**config.mk**
```make
export PLATFORM = sky130hd
export DESIGN_NAME = instruction_fetch
export DESIGN_NICKNAME = d
export VERILOG_FILES = /design/src/rtl/instruction_fetch.sv
export SDC_FILE = /design/constraint.sdc
export NUM_CORES = 1
export LEC_CHECK = 0
export ABC_CLOCK_PERIOD_IN_PS = 3630
export CORE_MARGIN = 3
export CORE_UTILIZATION = 34
export CTS_CLUSTER_SIZE = 12
export DETAILED_ROUTE_END_ITERATION = 10
export PLACE_DENSITY = 0.62
export SETUP_SLACK_MARGIN = 0.15
export SYNTH_ARGS = -nofsm -noshare
export SYNTH_HDL_FRONTEND = slang
export SYNTH_SLANG_ARGS = --single-unit
```
**constraint.sdc**
```tcl
create_clock -name clk_i -period 3.63 [get_ports clk_i]
set_input_delay 0.363 -clock clk_i [delete_from_list [all_inputs] [get_ports clk_i]]
set_output_delay 0.363 -clock clk_i [all_outputs]
set_load 0.005 [all_outputs]
```
**src/rtl/instruction_fetch.sv**
```systemverilog
// Fetch stage of the non-pipelined LEGv8 core: owns the PC, issues imem req/ack reads and buffers
// {pc, instr} for decode. Define IFETCH_SKID_EN for a 2-entry buffer (default is 1 entry).
module instruction_fetch #(
    parameter logic [63:0] RESET_PC = 64'h0
) (
    input  logic        clk_i,
    input  logic        reset_n_i,
    output logic        imem_req_o,
    output logic [63:0] imem_addr_o,
    input  logic        imem_ack_i,
    input  logic [31:0] imem_rdata_i,
    input  logic        redirect_valid_i,
    input  logic [63:0] redirect_base_i,
    input  logic [63:0] redirect_offset_i,
    output logic        if_valid_o,
    input  logic        if_ready_i,
    output logic [31:0] if_instr_o,
    output logic [63:0] if_pc_o
);

`ifdef IFETCH_SKID_EN
    localparam logic [1:0] Depth = 2'd2;
`else
    localparam logic [1:0] Depth = 2'd1;
`endif

    typedef enum logic {StFetch, StDiscard} state_e;

    state_e      state_q;
    logic [63:0] pc_q;
    logic        req_q;
    logic [63:0] addr_q;
    logic [1:0]  count_q;
    logic [63:0] head_pc_q;
    logic [31:0] head_instr_q;
`ifdef IFETCH_SKID_EN
    logic [63:0] tail_pc_q;
    logic [31:0] tail_instr_q;
`endif

    logic [63:0] target;
    logic        pop;
    logic        push;
    logic [1:0]  count_after_pop;

    always_comb begin
        // Shift in 64 bits drops offset[63:62]; the add wraps silently.
        target          = redirect_base_i + (redirect_offset_i << 2);
        pop             = (count_q != 2'd0) && if_ready_i;
        count_after_pop = count_q - {1'b0, pop};
        push            = req_q && imem_ack_i && (state_q == StFetch) && !redirect_valid_i;
    end

    always_ff @(posedge clk_i) begin
        if (!reset_n_i) begin
            state_q      <= StFetch;
            pc_q         <= RESET_PC;
            req_q        <= 1'b0;
            addr_q       <= RESET_PC;
            count_q      <= 2'd0;
            head_pc_q    <= 64'd0;
            head_instr_q <= 32'd0;
`ifdef IFETCH_SKID_EN
            tail_pc_q    <= 64'd0;
            tail_instr_q <= 32'd0;
`endif
        end else begin
            if (redirect_valid_i) begin
                count_q <= 2'd0;
            end else begin
                count_q <= count_after_pop + {1'b0, push};
`ifdef IFETCH_SKID_EN
                if (pop && (count_q == 2'd2)) begin
                    head_pc_q    <= tail_pc_q;
                    head_instr_q <= tail_instr_q;
                end
                if (push && (count_after_pop != 2'd0)) begin
                    tail_pc_q    <= addr_q;
                    tail_instr_q <= imem_rdata_i;
                end else if (push) begin
                    head_pc_q    <= addr_q;
                    head_instr_q <= imem_rdata_i;
                end
`else
                if (push) begin
                    head_pc_q    <= addr_q;
                    head_instr_q <= imem_rdata_i;
                end
`endif
            end

            unique case (state_q)
                StFetch: begin
                    if (req_q) begin
                        if (imem_ack_i) begin
                            req_q <= 1'b0;
                            pc_q  <= redirect_valid_i ? target : pc_q + 64'd4;
                        end else if (redirect_valid_i) begin
                            // Request stays held; pc_q doubles as the pending target.
                            state_q <= StDiscard;
                            pc_q    <= target;
                        end
                    end else if (redirect_valid_i) begin
                        req_q  <= 1'b1;
                        addr_q <= target;
                        pc_q   <= target;
                    end else if (count_after_pop < Depth) begin
                        req_q  <= 1'b1;
                        addr_q <= pc_q;
                    end
                end
                StDiscard: begin
                    if (redirect_valid_i) begin
                        pc_q <= target;
                    end
                    if (imem_ack_i) begin
                        req_q   <= 1'b0;
                        state_q <= StFetch;
                    end
                end
                default: state_q <= StFetch;
            endcase
        end
    end

    assign imem_req_o  = req_q;
    assign imem_addr_o = addr_q;
    assign if_valid_o  = (count_q != 2'd0);
    assign if_instr_o  = head_instr_q;
    assign if_pc_o     = head_pc_q;

endmodule
```
==> results.cfg <==
[global_routing]
grt_max_degree = 119
overflow = 0
grt.total_usage_pct = 21.1
grt_pass1_wl_um = 71900
antenna_found_initial = 0
grt_pass1_vias = 12900

[synthesis]
netlist_area_mm2 = 0.0135
synth_top_cells_by_count = nand2_1, a21oi_1, dfxtp_1
async_flop_share_pct = 0
synth_seq_cells = 228
synth_edf_count = 0
synth_most_common_cell = nand2_1
synthFlopType = dfxtp_1
synth.avg_cell_area_um2 = 7.58
syn-num-nets = 2004
synthTopCellsByArea = dfxtp_1, a21oi_1, nand2_1
synth_top_area_share_pct = 33.9
synth_top_area_cell = dfxtp_1
yosys.cell_types.count = 85
ys_seq_area_share_pct = 33.9
synth-warning-count = 0
syn_inst = 1774

[cells_and_area]
drive_gt1_share_pct = 6.78
final_cells = 2598
seq_area_mm2 = 0.00456
area_delta_synth_final_pct = 34.9
diodes = 0
fill_cells = 3912
multi_input_area_mm2 = 0.00831
final_nets = 2297

[sta]
slew_headroom_pct = 27.5
skew_ns = 0.0185
hold_viol = 0
fmax_ghz = 0.315
hold-worst-slack_ns = 0.181
finalCritPeriodShare_pct = 87.4
setup_slack_ns = 0.459
slew_violations = 0
finalSetupViolCount = 0
layout_min_cycle_time_ns = 3.17
rsz0062_at_grt = no
tightest_slew_ns = 1.09

[clock_network]
clk_pin_slew_ns = 0.06
clockBufferDepth = 3
tritoncts = built
root_buffer = clkbuf_16
post_cts_resize_count = 0
cts_inserted_buffers = 25
insertion_delay_ns = 0.54
ctsHtreeMaxLevel = 1
cts_hold_buf = 0
clock_sinks = 228
cts_setup_buffers = 0

[route]
via_count = 13800
wl_per_cell_um = 18.0
drt_pass1_iterations = 5
viasPerCell = 5.32
drc = 0
drt_iter0_drc = 1079
routed_wl_um = 46700
antenna_left = 0

[place]
portBuffers = 324
dp_cells = 2558
gp_congestion = 0.891
post-place-ws_ns = -0.0563
hpwl_um = 35300

[power_and_ir_drop]
leakage_nw = 6.70
p_per_area_mw_per_mm2 = 406
irDropWorstVdd_mv = 0.293

[floorplan]
core_mm2 = 0.0388
die_h_um = 205
rows = 72
start_util_pct = 34.6
dieArea_mm2 = 0.0420
die_w_um = 205
ios = 327

[hold_path]
hold_path.class = primary input to flop
hold-path-cell-count = 3
hp-start = reset_n_i
holdPathEnd = pc_q[57]$_SDFF_PN0_

[critical_path]
r2r_start = count_q[0]$_SDFF_PP0_
cpMaxStageDelayCell = clkdlybuf4s50_1
cp.required_ns = 4.05
cp_slowest_stage_delay_ns = 0.42
critical_path.cell_chain = clkdlybuf4s50_1 -> ha_1 -> fa_1 -> a21o_1 -> a221o_1 -> a21oi_1 -> o211ai_1 -> a21boi_2 -> o221ai_2 -> a211oi_2 -> xnor2_1 -> a2111oi_2
crit_start = redirect_base_i[2]
crit_fanout = 2
crit_type = primary input to flop
r2r_cells = 9
end_kind = flop
arrival_ns = 3.59
worst_setup_path_start_kind = primary input
rrSetupSlack_ns = 0.55
rr_endpoint = imem_addr_o[61]$_SDFFE_PN0P_

[status]
status = finished, final reports clean

[job]
cap_violations = 0
power by group:
| part | internal (mW) | leakage [nW] | switching (mW) |
|---|---|---|---|
| sequential | 2.71 | 1.87 | 0.236 |
| combinational | 0.952 | 4.46 | 1.07 |
| clock | 1.39 | 0.368 | 1.01 |
layout make-up:
class                           instances  share of cell area (%)
Tap cell                              518                    3.57
Timing Repair Buffer                  390                    20.8
Multi-Input combinational cell       1396                    45.8
Clock inverter                          5                   0.297
Inverter                               26                   0.572
Clock buffer                           35                    3.82
Sequential cell                       228                    25.2
per-layer routing:
| metal | GRT usage, % | part of all wire, % | up-vias |
|---|---|---|---|
| met4 | 4.08 | 1.4 | 0 |
| met1 | 30.8 | 48 | 6439 |
| met3 | 3.38 | 7.7 | 36 |
| li1 | - | - | 6871 |
| met5 | 0 | 0 | - |
| met2 | 33.1 | 43 | 464 |
logic make-up (layout without fill, tap and decap cells):
family / Yosys count / count (layout) / synth area share, %
DFF: 228 / 228 / 33.9
and+or+nand+nor: 671 / 671 / 22.9
muxes: 11 / 11 / 0.828
xor gates and xnor gates: 112 / 112 / 7.29
adders and majority gates: 65 / 65 / 6.10
buffers and inverters: 150 / 456 / 4.37
AOI/OAI and AO/OA: 537 / 537 / 24.6
layout by cell type, fill, tap and decap left out, types with 23 or more instances in the layout:
cell / count
xor2_1: 51
o21ai_0: 86
dfxtp_1: 228
and3_1: 27
a21oi_1: 254
ha_1: 64
clkbuf_16: 25
xnor2_1: 61
nand3_1: 31
a21o_1: 26
buf_4: 64
inv_1: 23
nor3_1: 36
clkdlybuf4s50_1: 322
a211oi_1: 30
nand4_1: 54
nor2_1: 118
nand2_1: 336
worst max-delay path by stage:
stage | end | slack [ns] | cells past startpoint
4_1_cts | imem_addr_o[56]$_SDFFE_PN0P_ | 0.49 | 12
2_1_floorplan | imem_addr_o[56]$_SDFFE_PN0P_ | 0.68 | 11
3_3_place_gp | imem_addr_o[56]$_SDFFE_PN0P_ | -0.02 | 12
5_1_grt | imem_addr_o[48]$_SDFFE_PN0P_ | 0.25 | 13
6_report | imem_addr_o[56]$_SDFFE_PN0P_ | 0.46 | 12
3_5_place_dp | imem_addr_o[56]$_SDFFE_PN0P_ | -0.06 | 12
flip-flops by register name (all words and copies together), names as in the netlist:
name / cells
count_q: 2
state_q: 1
imem_addr_o: 64
if_pc_o: 64
pc_q: 64
imem_req_o: 1
if_instr_o: 32
worst max-delay path: cells and delay by family:
| family | cells | cell delay [ns] |
|---|---|---|
| xor gates and xnor gates | 1 | 0.16 |
| adders and majority gates | 2 | 0.64 |
| AOI/OAI and AO/OA | 8 | 2.00 |
| buffers and inverters | 1 | 0.42 |
through the flow:
stage / utilization, % / power, mW / area [um2] / setup TNS (ns)
detailed placement: 44.8 / 5.01 / 17400 / -0.244
CTS: 46.7 / 7.44 / 18100 / 0
global placement: 44.8 / 4.99 / 17400 / -0.0164
floorplan: - / 4.02 / 13500 / 0
global route: 46.7 / 7.76 / 18100 / 0
finish: 46.7 / 7.37 / 18100 / 0
Note: power is estimated with default switching activity, not from simulation.
